==> src/rtl/screen_clear.sv <==
// screen_clear: on system reset request, sweeps the dot-matrix frame buffer
// writing CLR_COLOR to every pixel, waits SETTLE_CYC cycles, then reports
// rst_ok back to the top-level state machine for as long as state stays RST.
module screen_clear #(
  parameter int unsigned         H_PIX      = 8,
  parameter int unsigned         V_PIX      = 8,
  parameter int unsigned         ADDR_W     = 6,
  parameter int unsigned         DATA_W     = 3,
  parameter logic [DATA_W-1:0]   CLR_COLOR  = '0,
  parameter int unsigned         SETTLE_CYC = 4,
  // Encoding of the RST code from st_state.v (RST is the first code, 3'd0)
  parameter logic [2:0]          ST_RST     = 3'd0
) (
  input  logic              clk,
  input  logic              rst_n,
  input  logic [2:0]        state,
  input  logic              wr_ready,
  output logic              wr_en,
  output logic [ADDR_W-1:0] wr_addr,
  output logic [DATA_W-1:0] wr_data,
  output logic              busy,
  output logic              rst_ok
);

  typedef enum logic [1:0] {
    IDLE,
    CLEAR,
    SETTLE,
    DONE
  } fsm_t;

  localparam logic [ADDR_W-1:0] LAST_ADDR   = ADDR_W'(H_PIX * V_PIX - 1);
  localparam logic [7:0]        SETTLE_LAST = 8'(SETTLE_CYC - 1);

  fsm_t              fsm_q, fsm_d;
  logic [ADDR_W-1:0] addr_d;
  logic [7:0]        settle_q, settle_d;
  logic              en_d, busy_d, ok_d;
  logic [DATA_W-1:0] data_d;
  logic              is_rst;

  // Next-state and next-output decode; wr_addr doubles as the clear counter
  // and every output flop is loaded from the decoded next state.
  always_comb begin
    fsm_d    = fsm_q;
    addr_d   = wr_addr;
    settle_d = settle_q;
    is_rst   = (state == ST_RST);

    unique case (fsm_q)
      IDLE: begin
        addr_d   = '0;
        settle_d = '0;
        if (is_rst) fsm_d = CLEAR;
      end
      CLEAR: begin
        if (!is_rst) begin
          // Abort wins; a write accepted this same cycle is simply finished.
          fsm_d  = IDLE;
          addr_d = '0;
        end else if (wr_en && wr_ready) begin
          if (wr_addr == LAST_ADDR) begin
            fsm_d    = SETTLE;
            addr_d   = '0;
            settle_d = '0;
          end else begin
            addr_d = wr_addr + ADDR_W'(1);
          end
        end
      end
      SETTLE: begin
        if (!is_rst) begin
          fsm_d    = IDLE;
          settle_d = '0;
        end else if (settle_q == SETTLE_LAST) begin
          fsm_d    = DONE;
          settle_d = '0;
        end else begin
          settle_d = settle_q + 8'd1;
        end
      end
      DONE: begin
        if (!is_rst) fsm_d = IDLE;
      end
      default: fsm_d = IDLE;
    endcase

    en_d   = (fsm_d == CLEAR);
    data_d = en_d ? CLR_COLOR : '0;
    busy_d = (fsm_d == CLEAR) || (fsm_d == SETTLE);
    ok_d   = (fsm_d == DONE);
  end

  // State, counters and registered outputs with synchronous active-low reset.
  always_ff @(posedge clk) begin
    if (!rst_n) begin
      fsm_q    <= IDLE;
      settle_q <= '0;
      wr_en    <= 1'b0;
      wr_addr  <= '0;
      wr_data  <= '0;
      busy     <= 1'b0;
      rst_ok   <= 1'b0;
    end else begin
      fsm_q    <= fsm_d;
      settle_q <= settle_d;
      wr_en    <= en_d;
      wr_addr  <= addr_d;
      wr_data  <= data_d;
      busy     <= busy_d;
      rst_ok   <= ok_d;
    end
  end

endmodule

==> config.mk <==
export PLATFORM = sky130hd
export DESIGN_NAME = screen_clear
export DESIGN_NICKNAME = d
export VERILOG_FILES = /design/src/rtl/screen_clear.sv
export SDC_FILE = /design/constraint.sdc
export NUM_CORES = 1
export LEC_CHECK = 0
export BUFFER_PORTS_ARGS = -buffer_cell sky130_fd_sc_hd__buf_2
export CORE_MARGIN = 5
export CORE_UTILIZATION = 53
export DETAILED_ROUTE_END_ITERATION = 8
export HOLD_SLACK_MARGIN = 0.06
export PLACE_DENSITY_LB_ADDON = 0.05
export SLEW_MARGIN = 25
export SYNTH_ARGS = -nofsm -noshare
export SYNTH_HDL_FRONTEND = slang
export SYNTH_SLANG_ARGS = --single-unit
==> constraint.sdc <==
create_clock -name clk -period 2.4 [get_ports clk]
set_clock_uncertainty 0.2 [all_clocks]
set_input_delay 0.72 -clock clk [delete_from_list [all_inputs] [get_ports clk]]
set_output_delay 0.72 -clock clk [all_outputs]
set_load 0.005 [all_outputs]
==> metrics.yaml, run 1 <==
placed_design:
  dpl_cell_area_um2: 1065
  io_buffers: 14
  gp_congestion: 0.8414
  dpl.cell_count: 155
  hpwl_um: 1460
drt:
  antenna_left: 0
  drc: 0
  vias: 877
  post_drt_wl_per_cell_um: 12.13
  totalWireLength_um: 1929
  firstDrtPassIters: 4
  viasPerCell: 5.516
  drtIter0Drc: 28
clock_tree:
  clk_pin_slew_ps: 120
  cts_tree: "done"
  clock-root-buffer: "clkbuf_4"
  cts_sinks: 19
  cts_resized: 0
  numCtsBuffers: 3
  cts_setup_buffers: 0
  clkLatencyLatePin_ps: 300
  cts_max_level: 1
  clk_path_buf_depth: 2
  cts_hold_buf: 0
global_route:
  overflow: 0
  track_usage_pct: 17.07
  antenna_found_initial: 0
  grt_pass1_vias: 796
  grt_first_pass_wirelength_um: 3539
  grt_max_degree: 15
layout:
  nets: 144
  regArea_um2: 380.4
  final_common_cell: "dfxtp_1"
  final_area_um2: 1092
  layout_common_cells: "dfxtp_1, nand2_1, buf_2, nand3_1"
  instances_no_fill: 159
  diodes: 0
  fillers: 163
  drive_gt1_share_pct: 17.91
  synthToLayoutAreaGrowth_pct: 12.79
  multi_input_area_um2: 534.3
synthesis:
  avgSynthCellArea_um2: 8.207
  async_reset_ff_share_pct: 0
  mappedNetlistArea_um2: 968.4
  synth_edf_count: 0
  synth.distinct_cells: 37
  ys_seq_elements: 19
  yosysWarningCount: 0
  ys_seq_area_share_pct: 39.28
  synth_cells: 118
  synth-main-ff-cell: "dfxtp_1"
worst_setup_path:
  worstPathCellList: "ha_1, and3_1, and2_1, nand2_1, o211a_1, ha_1, nor2b_1"
  cpMaxStageDelayCell: "dfxtp_1"
  critPathKind: "reg -> reg"
  startpoint_type: "register"
  cpPeakStageDelay_ps: 410
  worstSetupEndpointType: "register"
  crit_family: "simple AND/OR/NAND/NOR gates"
  crit_top_cell: "ha_1"
  cp_max_fo: 6
  cp_num_buf_inv: 0
  cp.required_ps: 2450
  arrival_ps: 1990
power:
  ir_drop_mv: 0.3698
  p_leak_uw: 0.0004395
  powerDensity_nw_per_um2: 459.5
  total_power_uw: 501.9
die:
  die_height_um: 52.75
  rows: 15
  initial_core_util_pct: 56.09
  io_pins: 18
  core_um2: 1727
  die_width_um: 52.75
  die-area_um2: 2782
timing:
  rsz0062_at_grt: "no"
  whs_ps: 298.5
  slew_headroom_pct: 50.34
  fmax_mhz: 513.7
  min_period_ps: 1947
  tightest_slew_ps: 741.4
  setup_viol: 0
  fin_tns_setup_ps: 0
  finalHoldViolations: 0
  slew_viol_final: 0
  post-route-period-util_pct: 81.11
job:
  max-cap-violations: 0
min_path:
  hold_class: "reg -> reg"
outcome:
  status: "finished clean"
-- logic make-up after synthesis --
group                      share of synthesized area, %
other                                            0.3872
adders and majority gates                         3.876
and+or+nand+nor                                   27.65
muxes                                             1.034
xor gates and xnor gates                          3.618
DFF                                               39.28
buffers and inverters                             6.331
AOI/OAI and AO/OA                                 17.83
-- where the power goes --
group / leakage [uW] / internal (uW) / total [uW] / switching, uW
sequential: 0.000153 / 317 / 318 / 1.37
clock: 0.0000177 / 62.0 / 163 / 101
combinational: 0.000269 / 9.21 / 20.6 / 11.4
-- layer usage --
metal	wire [um]	up-vias	track usage, %
met1	973	398	22.72
met3	112	2	5.128
met2	835	25	26.03
met5	0	-	0
li1	-	452	-
met4	6	0	5.532
-- worst min-delay path, delay by kind of cell, from the launching register on --
family | cells | cell delay, ps
flops | 1 | 350
simple gates | 1 | 60
compound gates | 1 | 50
-- registers in the layout, summed over array words and instances (netlist names) --
signal    cells
busy          1
fsm_q         2
rst_ok        1
settle_q      8
wr_addr       6
wr_en         1
-- cell type report --
class / instances / share of cell area (%)
well taps: 25 / 2.864
multi-input cells: 89 / 48.91
inverters: 3 / 1.031
repair buffers: 19 / 9.851
flip-flops and latches: 19 / 34.82
clock inverters: 1 / 0.4582
clock buffers: 3 / 2.062
-- synthesized netlist by cell type (all sizes together) (2+ instances only) --
| master | number | share of area (%) |
|---|---|---|
| a21boi | 3 | 2.3 |
| a21oi | 3 | 1.5 |
| a31oi | 4 | 2.6 |
| and2 | 2 | 1.3 |
| and3 | 2 | 1.3 |
| buf | 5 | 3.4 |
| clkbuf | 4 | 1.8 |
| dfxtp | 19 | 39 |
| ha | 3 | 3.9 |
| inv | 3 | 1.2 |
| nand2 | 14 | 5.4 |
| nand3 | 9 | 4.7 |
| nand4 | 4 | 2.6 |
| nor2 | 7 | 2.7 |
| nor2b | 3 | 1.9 |
| nor3 | 5 | 2.6 |
| nor4b | 2 | 1.8 |
| o21ai | 8 | 4.1 |
| xnor2 | 3 | 2.7 |
-- through the flow --
stage | worst slack (ps) | utilization (%)
after floorplan | 253.5 | -
after global placement | 208.3 | 61.67
after detailed placement | 208.5 | 61.67
after CTS | 448.2 | 63.26
after global routing | 243.4 | 63.26
final | 453.3 | 63.26
-- final timing paths --
kind / to / cells past startpoint / slack [ps] / startpoint
max: busy$_SDFF_PN0_ / 7 / 450 / wr_addr[0]$_SDFFE_PN0P_
min: wr_addr[1]$_SDFFE_PN0P_ / 2 / 300 / wr_addr[1]$_SDFFE_PN0P_
max reg2reg: busy$_SDFF_PN0_ / 7 / 450 / wr_addr[0]$_SDFFE_PN0P_
min reg2reg: wr_addr[1]$_SDFFE_PN0P_ / 2 / 300 / wr_addr[1]$_SDFFE_PN0P_
No activity file was read; power rests on OpenSTA's default activity.
==> run 2, diff against run 1 <==
clock period = 1.8 ns   (was 2.4 ns; I/O delays follow)
==> metrics.yaml, run 2 (same netlist as run 1, synthesis figures left out) <==
outcome:
  status: "finished clean"
worst_setup_path:
  cp.required_ps: 1810
  startpoint_type: "register"
  setup.worst_path.start: "wr_addr[0]$_SDFFE_PN0P_"
  critPathKind: "reg -> reg"
  worstSetupEndpointType: "register"
  reg2reg_from: "wr_addr[0]$_SDFFE_PN0P_"
  cp_max_fo: 2
  arrival_ps: 1760
drt:
  vias: 979
  viasPerCell: 5.626
  drc: 0
  firstDrtPassIters: 4
  drtIter0Drc: 22
  antenna_left: 0
  totalWireLength_um: 2363
  post_drt_wl_per_cell_um: 13.58
power:
  powerDensity_nw_per_um2: 527.3
  ir_drop_mv: 0.3510
  p_leak_uw: 0.0005213
global_route:
  grt_max_degree: 14
  antenna_found_initial: 0
  overflow: 0
  grt_pass1_vias: 868
  grt_first_pass_wirelength_um: 3912
  track_usage_pct: 19.41
clock_tree:
  cts_tree: "done"
  cts_max_level: 1
  clkLatencyLatePin_ps: 300
  clk_path_buf_depth: 2
  numCtsBuffers: 3
  cts_sinks: 19
  clk_pin_slew_ps: 100
  clock-root-buffer: "clkbuf_4"
layout:
  diodes: 0
  layout_common_cells: "buf_4, dfxtp_1, nand2_1, buf_2, nand3_1"
  final_area_um2: 1280
  synthToLayoutAreaGrowth_pct: 32.17
  drive_gt1_share_pct: 35.57
  fillers: 138
  multi_input_area_um2: 594.3
  largest_reg_flops: 8
  top_register: "settle_q"
  final_common_cell: "buf_4"
  regArea_um2: 386.6
  nets: 159
  reg.largest.list: "settle_q: 8 flops, wr_addr: 6 flops, fsm_q: 2 flops"
die:
  core_um2: 1727
  die_width_um: 52.75
  die_height_um: 52.75
  initial_core_util_pct: 56.09
  die-area_um2: 2782
  io_pins: 18
  rows: 15
min_path:
  hp-start: "settle_q[7]$_SDFFE_PN0P_"
  hold_class: "reg -> reg"
placed_design:
  gp_congestion: 0.8494
  dpl_cell_area_um2: 1187
  io_buffers: 14
  hpwl_um: 1670
timing:
  fmax_mhz: 571.6
  finalHoldViolations: 0
  slew_viol_final: 0
  whs_ps: 310.8
  post-route-period-util_pct: 97.20
  fin_tns_setup_ps: 0
  min_period_ps: 1750
  setup_viol: 0
  rsz0062_at_grt: "yes"
job:
  max-cap-violations: 0
==> run 2: per-layer routing <==
| layer | share of wire [%] | up-vias | routed length, um | track usage, % |
|---|---|---|---|---|
| met5 | 0 | - | 0 | 0 |
| met4 | 3.1 | 0 | 74 | 9.362 |
| met1 | 46 | 461 | 1088 | 24.70 |
| met2 | 47 | 24 | 1116 | 29.55 |
| li1 | - | 485 | - | - |
| met3 | 3.5 | 9 | 83 | 5.698 |
==> run 2: metrics by stage <==
step | utilization [%] | setup WS (ps) | total power (uW) | instances
4_1_cts | 71.16 | 4.438 | 683.9 | 173
5_1_grt | 74.13 | -12.13 | 716.6 | 174
2_1_floorplan | - | -149.2 | 452.3 | 120
3_5_place_dp | 68.77 | -227.0 | 466.0 | 168
6_report | 74.13 | 50.48 | 675.0 | 174
3_3_place_gp | 68.77 | -167.6 | 464.6 | 168
==> run 2: final cells by class <==
class	count	share of cell area, %
inverters	3	0.8798
well taps	25	2.444
repair buffers	34	17.99
clock buffers	4	2.053
multi-input cells	89	46.43
flip-flops and latches	19	30.21
==> run 2: worst paths after layout <==
check | end | slack, ps | cells past startpoint
max | busy$_SDFF_PN0_ | 50 | 7
min reg2reg | settle_q[7]$_SDFFE_PN0P_ | 310 | 2
max reg2reg | busy$_SDFF_PN0_ | 50 | 7
min | settle_q[7]$_SDFFE_PN0P_ | 310 | 2
==> run 2: report_power, final <==
part | internal [uW] | switching, uW | leakage [uW]
sequential | 422 | 1.48 | 0.000156
combinational | 15.8 | 19.3 | 0.000351
clock | 86.5 | 130 | 0.0000150
==> run 2: repair_timing <==
action / in CTS / in global routing
endpoints found under the setup margin: 1 / 5
pin swaps: 0 / 1
gates resized for setup: 2 / 10
setup buffers: 1 / 1
hold buffers: 0 / 0
==> run 2: critical path, stage by stage (launching register included) <==
cell     delay [ps]
dfxtp_2         370
ha_4            140
and3_4          190
and2_4          150
nand2_2          60
o211a_1         240
ha_4            270
nor2b_1          30
==> run 3, diff against run 2 <==
CORE_MARGIN = 3   (was 5)
RECOVER_POWER = 50   (was unset)
==> metrics.yaml, run 3 (same netlist as run 1, synthesis figures left out) <==
clock_tree:
  clkLatencyLatePin_ps: 300
  clk_path_buf_depth: 2
  cts_max_level: 1
  cts_sinks: 19
  clock-root-buffer: "clkbuf_4"
  numCtsBuffers: 3
  cts_setup_buffers: 0
  clk_pin_slew_ps: 110
  cts_tree: "done"
layout:
  synthToLayoutAreaGrowth_pct: 29.46
  reg.largest.list: "settle_q: 8 flops, wr_addr: 6 flops, fsm_q: 2 flops"
  diodes: 0
  fin_util_pct: 77.80
  largest_reg_flops: 8
  nets: 158
  drive_gt1_share_pct: 32.43
  final_common_cell: "buf_4"
  multi_input_area_um2: 590.6
  regArea_um2: 386.6
  layout_common_cells: "buf_4, dfxtp_1, buf_2, nand2_1, nand3_1"
  top_register: "settle_q"
  fillers: 135
timing:
  slew_viol_final: 0
  fin_tns_setup_ps: 0
  whs_ps: 296.0
  setup_viol: 0
  finalHoldViolations: 0
  fin_ws_ps: 62.32
  post-route-period-util_pct: 96.54
  fmax_mhz: 575.5
  min_period_ps: 1738
global_route:
  antenna_found_initial: 0
  overflow: 0
  grt_max_degree: 11
  grt_first_pass_wirelength_um: 3581
  grt_pass1_vias: 835
  track_usage_pct: 18.77
worst_setup_path:
  worstSetupEndpointType: "register"
  cpPeakStageDelay_ps: 400
  r2r_cells: 7
  r2r_end: "busy$_SDFF_PN0_"
  reg2reg_from: "wr_addr[0]$_SDFFE_PN0P_"
  reg2reg_setup_slack_ps: 60
  startpoint_type: "register"
  cp_max_fo: 4
  critPathKind: "reg -> reg"
  worstPathCellList: "ha_4, and3_4, and2_4, nand2_2, o211a_1, ha_4, nor2b_1"
  cpMaxStageDelayCell: "dfxtp_4"
  arrival_ps: 1740
  crit_top_cell: "ha_4"
  cp.required_ps: 1800
die:
  die-area_um2: 2376
  die_height_um: 48.75
  die_width_um: 48.75
  initial_core_util_pct: 60.09
  io_pins: 18
  core_um2: 1612
  rows: 14
drt:
  totalWireLength_um: 2172
  drc: 0
  drtIter0Drc: 35
  post_drt_wl_per_cell_um: 12.63
  firstDrtPassIters: 4
  vias: 955
  viasPerCell: 5.552
  antenna_left: 0
min_path:
  whs_path_depth: 2
  whs_endpoint: "wr_addr[1]$_SDFFE_PN0P_"
  hp-start: "wr_addr[1]$_SDFFE_PN0P_"
  hold_class: "reg -> reg"
power:
  p_leak_uw: 0.0005166
  powerDensity_nw_per_um2: 538.7
  ir_drop_mv: 0.4212
  total_power_uw: 675.4
placed_design:
  gp_congestion: 0.8391
  hpwl_um: 1596
  pre_cts_ws_ps: -207.6
  io_buffers: 14
outcome:
  status: "finished clean"
job:
  max-cap-violations: 0
[run 3: per-layer routing]
layer	share of wire (%)	GRT usage [%]
met3	4.9	3.681
met1	49	26.09
met5	0	0
met4	1.2	7.109
met2	45	28.51
[run 3: metrics by stage]
stage	cells	area, um2
2_1_floorplan	120	1011
3_3_place_gp	168	1194
3_5_place_dp	168	1194
4_1_cts	172	1225
5_1_grt	172	1254
6_report	172	1254
[run 3: worst max path at each step]
stage	start	endpoint	slack (ps)
finish	wr_addr[0]$_SDFFE_PN0P_	busy$_SDFF_PN0_	60
global route	state[2]	settle_q[5]$_SDFFE_PN0P_	-8
CTS	wr_addr[0]$_SDFFE_PN0P_	busy$_SDFF_PN0_	8
detailed placement	state[2]	wr_addr[5]$_SDFFE_PN0P_	-210
global placement	state[2]	wr_addr[1]$_SDFFE_PN0P_	-180
floorplan	state[2]	wr_addr[2]$_SDFFE_PN0P_	-150
[run 3: worst max-delay path, delay by kind of cell, from the launching register on]
kind | cells | cell delay, ps
AO/OA/AOI/OAI | 1 | 240
adder cells (fa/ha/maj) | 2 | 400
flip-flops | 1 | 400
AND/OR/NAND/NOR | 4 | 400
[run 3: area by class of cell]
cell class              count  area share (%)
repair buffers             33           16.67
clock buffers               4           2.096
inverters                   3          0.8982
multi-input cells          89           47.11
flip-flops and latches     19           30.84
well taps                  24           2.395
[run 3: where the power goes]
part           switching, uW  leakage (uW)  total [uW]  internal [uW]
registers               1.41      0.000155         422            421
logic                   18.5      0.000347        35.8           17.3
clock network            131     0.0000150         217           86.4
total                    151      0.000517         675            524
[run 3: repair_timing]
| action | CTS | global route |
|---|---|---|
| pin swaps | 0 | 1 |
| cloned | 0 | 0 |
| gates resized for setup | 1 | 7 |
| endpoints found under the setup margin | 1 | 10 |
| hold buffers | 0 | 0 |
